## config.mk

```make
export PLATFORM = sky130hd
export DESIGN_NAME = tdm_demux8
export DESIGN_NICKNAME = d
export VERILOG_FILES = /design/src/rtl/tdm_demux8.sv
export SDC_FILE = /design/constraint.sdc
export NUM_CORES = 1
export LEC_CHECK = 0
export BUFFER_PORTS_ARGS = -buffer_cell sky130_fd_sc_hd__buf_2
export CAP_MARGIN = 20
export CORE_MARGIN = 2
export CORE_UTILIZATION = 50
export DETAILED_ROUTE_END_ITERATION = 6
export HOLD_SLACK_MARGIN = 0.08
export PLACE_DENSITY = 0.73
export SLEW_MARGIN = 25
export SYNTH_ARGS = -nofsm -noshare
export SYNTH_HDL_FRONTEND = slang
export SYNTH_SLANG_ARGS = --single-unit
```

## constraint.sdc

```tcl
create_clock -name clk -period 5.1 [get_ports clk]
set_input_delay 0.255 -clock clk [delete_from_list [all_inputs] [get_ports clk]]
set_output_delay 0.255 -clock clk [all_outputs]
set_load 0.1 [all_outputs]
```

## src/rtl/tdm_demux8.sv

```systemverilog
// Eight-slot serial TDM demultiplexer: hunts for a frame sync, collects eight
// qualified bits into a shadow register and publishes them as one complete frame.
module tdm_demux8 #(
    parameter bit SYNC_CHECK = 1'b1
) (
    input  logic       clk,
    input  logic       rst,
    input  logic       din,
    input  logic       en,
    input  logic       sync,
    output logic       out0,
    output logic       out1,
    output logic       out2,
    output logic       out3,
    output logic       out4,
    output logic       out5,
    output logic       out6,
    output logic       out7,
    output logic       frame_valid,
    output logic [2:0] slot,
    output logic       locked,
    output logic       sync_err
);

    typedef enum logic {HUNT = 1'b0, RUN = 1'b1} state_t;

    state_t     state_q, state_d;
    logic [2:0] slot_q, slot_d;
    logic [6:0] shadow_q, shadow_d;
    logic [7:0] out_q, out_d;
    logic       frame_valid_q, frame_valid_d;
    logic       sync_err_q, sync_err_d;
    logic       locked_q, locked_d;

    always_comb begin
        state_d       = state_q;
        slot_d        = slot_q;
        shadow_d      = shadow_q;
        out_d         = out_q;
        frame_valid_d = 1'b0;
        sync_err_d    = 1'b0;

        if (en) begin
            case (state_q)
                HUNT: begin
                    if (sync) begin
                        shadow_d[0] = din;
                        slot_d      = 3'd1;
                        state_d     = RUN;
                    end
                end
                RUN: begin
                    if (sync) begin
                        // Early sync restarts the frame; stale shadow bits get overwritten before use.
                        sync_err_d  = (slot_q != 3'd0);
                        shadow_d[0] = din;
                        slot_d      = 3'd1;
                    end else if (slot_q == 3'd0) begin
                        sync_err_d = 1'b1;
                        if (SYNC_CHECK) begin
                            state_d = HUNT;
                            slot_d  = 3'd0;
                        end else begin
                            shadow_d[0] = din;
                            slot_d      = 3'd1;
                        end
                    end else if (slot_q == 3'd7) begin
                        out_d         = {din, shadow_q};
                        frame_valid_d = 1'b1;
                        slot_d        = 3'd0;
                    end else begin
                        shadow_d[slot_q] = din;
                        slot_d           = slot_q + 3'd1;
                    end
                end
                default: state_d = HUNT;
            endcase
        end

        locked_d = (state_d == RUN);
    end

    always_ff @(posedge clk) begin
        if (rst) begin
            state_q       <= HUNT;
            slot_q        <= 3'd0;
            shadow_q      <= 7'd0;
            out_q         <= 8'd0;
            frame_valid_q <= 1'b0;
            sync_err_q    <= 1'b0;
            locked_q      <= 1'b0;
        end else begin
            state_q       <= state_d;
            slot_q        <= slot_d;
            shadow_q      <= shadow_d;
            out_q         <= out_d;
            frame_valid_q <= frame_valid_d;
            sync_err_q    <= sync_err_d;
            locked_q      <= locked_d;
        end
    end

    assign out0        = out_q[0];
    assign out1        = out_q[1];
    assign out2        = out_q[2];
    assign out3        = out_q[3];
    assign out4        = out_q[4];
    assign out5        = out_q[5];
    assign out6        = out_q[6];
    assign out7        = out_q[7];
    assign frame_valid = frame_valid_q;
    assign slot        = slot_q;
    assign locked      = locked_q;
    assign sync_err    = sync_err_q;

endmodule

```

==> impl_metrics.py, run 1 <==
metrics = {
    "run_status": {
        "run_status": "finished, final reports clean",
    },
    "synthesis": {
        "synth.avg_cell_area_um2": 9.56,
        "synthesis.nets": 119,
        "netlist-cell-type-count": 30,
        "yosysWarnings": 0,
        "sequential_share_of_the_synthesized_area": 0.403,
        "synth-main-ff-cell": "sky130_fd_sc_hd__dfxtp_1",
        "synthesis.instances": 109,
        "postSynth.asyncResetShare": 0,
        "count_of_flip_flops_with_a_built_in_enable_after_synthesis": 0,
        "synth-seq-cells": 21,
        "synth_area_mm2": 0.00104,
    },
    "flow_run": {
        "timing.max_cap.violations": 0,
    },
    "setup_path": {
        "critical_path.n_buffers_inverters": 0,
        "worst_path_dominant_cell_family": "simple AND/OR/NAND/NOR gates",
        "timing.critical_path.arrival_ns": 2.16,
        "cell_by_cell_listing_of_the_critical_path": "ha_1, ha_1, nand4bb_4, nor4_2, mux2i_1, nor2_1",
        "worstSetupPathType": "reg2reg",
        "worst_setup_path_start_kind": "flop",
        "cp_max_fo": 10,
        "critical-path-max-stage-delay_ns": 0.45,
        "worst_path_max_delay_cell": "sky130_fd_sc_hd__dfxtp_1",
        "critPathRequiredTime_ns": 5.29,
        "cell_repeated_most_along_the_worst_path": "sky130_fd_sc_hd__ha_1",
        "crit_path_end_kind": "flop",
    },
    "global_routing": {
        "initial_antenna_violation_count": 0,
        "grt_residual_overflow": 0,
        "grt_pass1_wl_mm": 3.53,
        "grt_usage": 0.191,
        "grt_max_degree": 22,
        "number_of_global_route_vias_before_repair": 756,
    },
    "finish": {
        "fillCellCount": 193,
        "share_of_layout_cells_above_drive_strength_1": 0.254,
        "diodes": 0,
        "design.final.nets": 137,
        "layout.cell_area.non_filler_mm2": 0.00117,
        "layout-area-overhead-vs-synth_pct": 12.4,
    },
    "clock_network": {
        "cts.hold.buffers_added": 0,
        "cts-resized-gates": 0,
        "clock_buffer_count_from_cts": 3,
        "clk_pin_slew_worst_paths_ns": 0.11,
        "clock_sinks": 21,
        "post_cts_buffers": 0,
        "clockRootBuffer": "sky130_fd_sc_hd__clkbuf_4",
        "cts_buffer_depth": 2,
        "clk_lat_worst_skew_ns": 0.30,
        "tritoncts": "built",
        "cts-htree-levels": 1,
    },
    "floorplanning": {
        "fp.dieArea_mm2": 0.00247,
        "initial_core_utilization": 0.531,
        "placementRows": 16,
        "die_h_um": 49.7,
        "ioPinCount": 19,
        "width_of_the_die_um": 49.7,
        "fp.coreArea_mm2": 0.00196,
    },
    "placement": {
        "hpwlAfterDp_mm": 1.57,
        "detailedPlace.worstSlack_ns": 3.12,
        "global_placer_s_final_weighted_congestion": 0.884,
        "dpl_cell_area_mm2": 0.00114,
        "placement.io_buffers": 18,
    },
    "routing": {
        "detailedRoute.firstPassIterationCount": 4,
        "wl_per_cell_um": 14.0,
        "drtAntennaViolNets": 0,
        "vias": 805,
        "first_iter_violations": 22,
        "drt-vias-per-instance": 5.26,
        "drc_errors": 0,
        "routed_wirelength_mm": 2.14,
    },
    "sta": {
        "fmax_mhz": 506,
        "timing.final.hold_violations": 0,
        "final.setup_skew_ns": 0.000766,
        "setup-tns-final_ns": 0,
        "tightestPinTransition_ns": 0.499,
        "finalSetupViolCount": 0,
        "layout_worst_path_cycle_share": 0.387,
        "relative_slew_slack": 0.669,
        "slew_viol_final": 0,
        "rsz0062_at_grt": "no",
        "layout_min_cycle_time_ns": 1.98,
        "timing.final.ws_setup_ns": 3.12,
    },
    "worst_hold_path": {
        "worstHoldPathType": "in2reg",
    },
    "power": {
        "design_power_total_w": 0.000282,
        "total_leakage_power_nw": 0.450,
        "power.density_cell_area_mw_per_mm2": 241,
        "worst_ir_drop_vdd_mv": 0.120,
    },
}
flip-flops by register name, summed over array words and instances, names as in the netlist:
name	flops
slot	3
sync_err	1
frame_valid	1
locked	1
out_q	8
shadow_q	7
placed cells by master, fill, tap and decap left out, types with 2 or more instances in the layout:
master	netlist	final
sky130_fd_sc_hd__a21oi_1	13	13
sky130_fd_sc_hd__inv_1	4	4
sky130_fd_sc_hd__dfxtp_1	21	21
sky130_fd_sc_hd__o21ai_0	2	2
sky130_fd_sc_hd__or2b_1	2	2
sky130_fd_sc_hd__nor4b_1	2	2
sky130_fd_sc_hd__clkbuf_4	0	3
sky130_fd_sc_hd__mux2i_1	7	7
sky130_fd_sc_hd__ha_1	5	5
sky130_fd_sc_hd__nor4b_4	2	2
sky130_fd_sc_hd__nand2_1	20	20
sky130_fd_sc_hd__nor3_1	2	2
sky130_fd_sc_hd__nor2_1	9	9
sky130_fd_sc_hd__buf_2	1	18
worst reg2reg max path: stages, from the launching register on:
cell	delay, ns
sky130_fd_sc_hd__dfxtp_1	0.45
sky130_fd_sc_hd__ha_1	0.25
sky130_fd_sc_hd__ha_1	0.27
sky130_fd_sc_hd__nand4bb_4	0.30
sky130_fd_sc_hd__nor4_2	0.33
sky130_fd_sc_hd__mux2i_1	0.22
sky130_fd_sc_hd__nor2_1	0.05
power by group:
part / switching [W] / total [W] / leakage (nW) / internal [W]
sequential: 0.00000320 / 0.000169 / 0.170 / 0.000166
combinational: 0.0000250 / 0.0000338 / 0.266 / 0.00000878
clock: 0.0000485 / 0.0000790 / 0.0150 / 0.0000305
total: 0.0000767 / 0.000282 / 0.450 / 0.000205
Yosys cell counts (all sizes together) (2+ instances only):
library cell / instances / area share
a21oi: 13 / 0.062
clkbuf: 4 / 0.016
dfxtp: 21 / 0.40
ha: 5 / 0.060
inv: 5 / 0.018
mux2i: 7 / 0.067
nand2: 20 / 0.072
nor2: 10 / 0.043
nor3: 2 / 0.0096
nor4: 3 / 0.038
nor4b: 5 / 0.077
o21ai: 2 / 0.0096
or2b: 3 / 0.023
layer usage:
layer / share of wire / GRT usage / vias up / wire length, um
met5: 0 / 0 / - / 0
met1: 0.45 / 0.238 / 371 / 970
met3: 0.037 / 0.0273 / 2 / 79
met2: 0.50 / 0.327 / 19 / 1080
li1: - / - / 413 / -
met4: 0.0070 / 0.0833 / 0 / 15
area by class of cell:
| class | instances | area, um2 | area share |
|---|---|---|---|
| Tap cell | 27 | 33.8 | 0.0288 |
| Inverter | 5 | 18.8 | 0.0160 |
| Sequential cell | 21 | 420 | 0.359 |
| Clock buffer | 4 | 26.3 | 0.0224 |
| Timing Repair Buffer | 18 | 90.1 | 0.0769 |
| Multi-Input combinational cell | 78 | 582 | 0.497 |
cell families after synthesis:
group | after synthesis | synth area share
simple gates | 48 | 0.328
fa+ha+maj | 5 | 0.0600
mux | 7 | 0.0672
buf+inv | 10 | 0.0384
compound gates | 18 | 0.103
flops | 21 | 0.403
through the flow:
stage               hold slack, ns   util  std cells
floorplan                    0.332      -        109
CTS                          0.253  0.597        153
detailed placement           0.445  0.584        149
global placement             0.439  0.584        149
global route                 0.260  0.597        153
finish                       0.260  0.597        153
worst paths after layout:
path / endpoint / start / slack (ns) / cells past startpoint
max: shadow_q[2] / slot[1] / 3.12 / 6
min: out_q[7] / din / 0.26 / 3
max reg2reg: shadow_q[2] / slot[1] / 3.12 / 6
min reg2reg: out_q[7] / out_q[7] / 0.46 / 2
(Power assumes the default switching activity.)
==> run 2: changes to the inputs <==
clock period = 1.9 ns   (was 5.1 ns; I/O delays follow)
==> impl_metrics.py, run 2 (synthesized netlist as in run 1, its figures left out) <==
metrics = {
    "run_status": {
        "run_status": "finished, final reports clean",
    },
    "finish": {
        "most_common_cell_after_layout_fill_and_taps_aside": "sky130_fd_sc_hd__nand2_1",
        "utilization": 0.615,
        "share_of_layout_cells_above_drive_strength_1": 0.328,
        "layout.cell_area.non_filler_mm2": 0.00121,
        "layout-area-overhead-vs-synth_pct": 15.7,
        "registers.top_by_ff_count": "out_q",
        "design.final.nets": 139,
        "diodes": 0,
        "top_library_cells_by_usage_in_the_layout_fill_and_taps_aside": "sky130_fd_sc_hd__nand2_1 (20), sky130_fd_sc_hd__buf_2 (18), sky130_fd_sc_hd__dfxtp_1 (17)",
        "largest_register_ff_count": 8,
    },
    "floorplanning": {
        "ioPinCount": 19,
        "die_h_um": 49.7,
        "fp.coreArea_mm2": 0.00196,
        "placementRows": 16,
        "fp.dieArea_mm2": 0.00247,
        "initial_core_utilization": 0.531,
        "width_of_the_die_um": 49.7,
    },
    "global_routing": {
        "grt_residual_overflow": 0,
        "grt_pass1_wl_mm": 3.41,
        "grt_usage": 0.182,
        "grt_max_degree": 22,
        "number_of_global_route_vias_before_repair": 759,
        "initial_antenna_violation_count": 0,
    },
    "power": {
        "worst_ir_drop_vdd_mv": 0.518,
        "total_leakage_power_nw": 0.462,
        "power.density_cell_area_mw_per_mm2": 633,
        "design_power_total_w": 0.000763,
    },
    "setup_path": {
        "reg2reg_setup_slack_ns": 0.08,
        "worstSetupPathType": "reg2reg",
        "r2r_start": "slot[1]",
        "critPathRequiredTime_ns": 2.14,
        "cp_max_fo": 10,
        "worst_setup_path_start_kind": "flop",
        "capture_point_of_the_worst_reg_to_reg_path": "out_q[5]",
        "worstSetupStartpoint": "slot[1]",
        "timing.critical_path.arrival_ns": 2.07,
        "r2r.worst_path.cells": 8,
        "crit_path_end_kind": "flop",
        "crit_end": "out_q[5]",
    },
    "worst_hold_path": {
        "worstHoldPathType": "in2reg",
        "hold_path_depth": 3,
    },
    "clock_network": {
        "clock_buffer_count_from_cts": 3,
        "cts_buffer_depth": 2,
        "clock_sinks": 21,
        "clk_pin_slew_worst_paths_ns": 0.12,
        "tritoncts": "built",
        "clockRootBuffer": "sky130_fd_sc_hd__clkbuf_4",
        "cts-htree-levels": 1,
        "clk_lat_worst_skew_ns": 0.31,
    },
    "routing": {
        "routed_wirelength_mm": 2.10,
        "wl_per_cell_um": 13.5,
        "first_iter_violations": 21,
        "vias": 836,
        "detailedRoute.firstPassIterationCount": 4,
        "drc_errors": 0,
        "drt-vias-per-instance": 5.39,
        "drtAntennaViolNets": 0,
    },
    "sta": {
        "layout_min_cycle_time_ns": 1.82,
        "setup-tns-final_ns": 0,
        "slew_viol_final": 0,
        "fmax_mhz": 548,
        "layout_worst_path_cycle_share": 0.960,
        "relative_slew_slack": 0.670,
        "final.hold.worst_slack_ns": 0.0974,
        "timing.final.hold_violations": 0,
        "finalSetupViolCount": 0,
        "tightestPinTransition_ns": 0.499,
        "final.setup_skew_ns": 0.00798,
    },
    "placement": {
        "global_placer_s_final_weighted_congestion": 0.905,
        "dpl_cell_area_mm2": 0.00116,
        "placement.io_buffers": 18,
        "hpwlAfterDp_mm": 1.49,
    },
    "flow_run": {
        "timing.max_cap.violations": 0,
    },
}
[run 2: cell types whose count changed in the layout (fill, tap and decap cells not counted)]
cell                       delta
sky130_fd_sc_hd__dfxtp_4      +2
sky130_fd_sc_hd__clkbuf_1     -1
sky130_fd_sc_hd__clkinv_2     +1
sky130_fd_sc_hd__buf_4        +2
sky130_fd_sc_hd__ha_1         -2
sky130_fd_sc_hd__dfxtp_2      +2
sky130_fd_sc_hd__dfxtp_1      -4
sky130_fd_sc_hd__or2b_1       -1
sky130_fd_sc_hd__or2b_4       +1
sky130_fd_sc_hd__ha_2         +2
[run 2: critical path, stage by stage, from the launching register on]
cell and delay (ns):
sky130_fd_sc_hd__dfxtp_4 0.41, sky130_fd_sc_hd__inv_1 0.08, sky130_fd_sc_hd__ha_2 0.22, sky130_fd_sc_hd__or2b_2 0.33, sky130_fd_sc_hd__ha_1 0.20, sky130_fd_sc_hd__nand4_1 0.14
sky130_fd_sc_hd__buf_4 0.17, sky130_fd_sc_hd__nand2_1 0.06, sky130_fd_sc_hd__a21oi_1 0.13
[run 2: how the worst min path moves through the flow]
stage,end,start,slack (ns)
after floorplan,frame_valid,rst,0.17
after detailed placement,out_q[7],din,0.42
after CTS,out_q[7],din,0.08
after global routing,out_q[7],din,0.11
after global placement,out_q[7],din,0.41
final,out_q[7],din,0.1
[run 2: repair_timing]
action / 4_1_cts / 5_1_grt
resized for setup: 0 / 2
buffers inserted: 0 / 2
hold buffers: 0 / 0
setup endpoints to repair: 0 / 15
[run 2: layer usage]
layer  share of wire  up-vias  track usage
met5               0        -            0
met4           0.013        0       0.0972
met3           0.053        4       0.0424
met2            0.51       32        0.302
met1            0.42      388        0.216
li1                -      412            -
[run 2: cell type report]
cell class	instances	area, um2
Tap cell	27	33.8
Fill cell	201	756
Timing Repair Buffer	20	105
Sequential cell	21	430
Clock buffer	3	22.5
Inverter	5	18.8
Multi-Input combinational cell	78	591
Clock inverter	1	5.00
[run 2: stage by stage]
| stage | setup slack [ns] | cells |
|---|---|---|
| global route | -0.0261 | 155 |
| global placement | 0.0798 | 149 |
| CTS | 0.0165 | 153 |
| detailed placement | 0.0530 | 149 |
| finish | 0.0755 | 155 |
| floorplan | 0.00463 | 109 |
[run 2: power breakdown]
| part | internal (W) | switching (W) |
|---|---|---|
| sequential | 0.000444 | 0.00000856 |
| clock | 0.0000786 | 0.000140 |
| combinational | 0.0000256 | 0.0000674 |
| total | 0.000548 | 0.000216 |
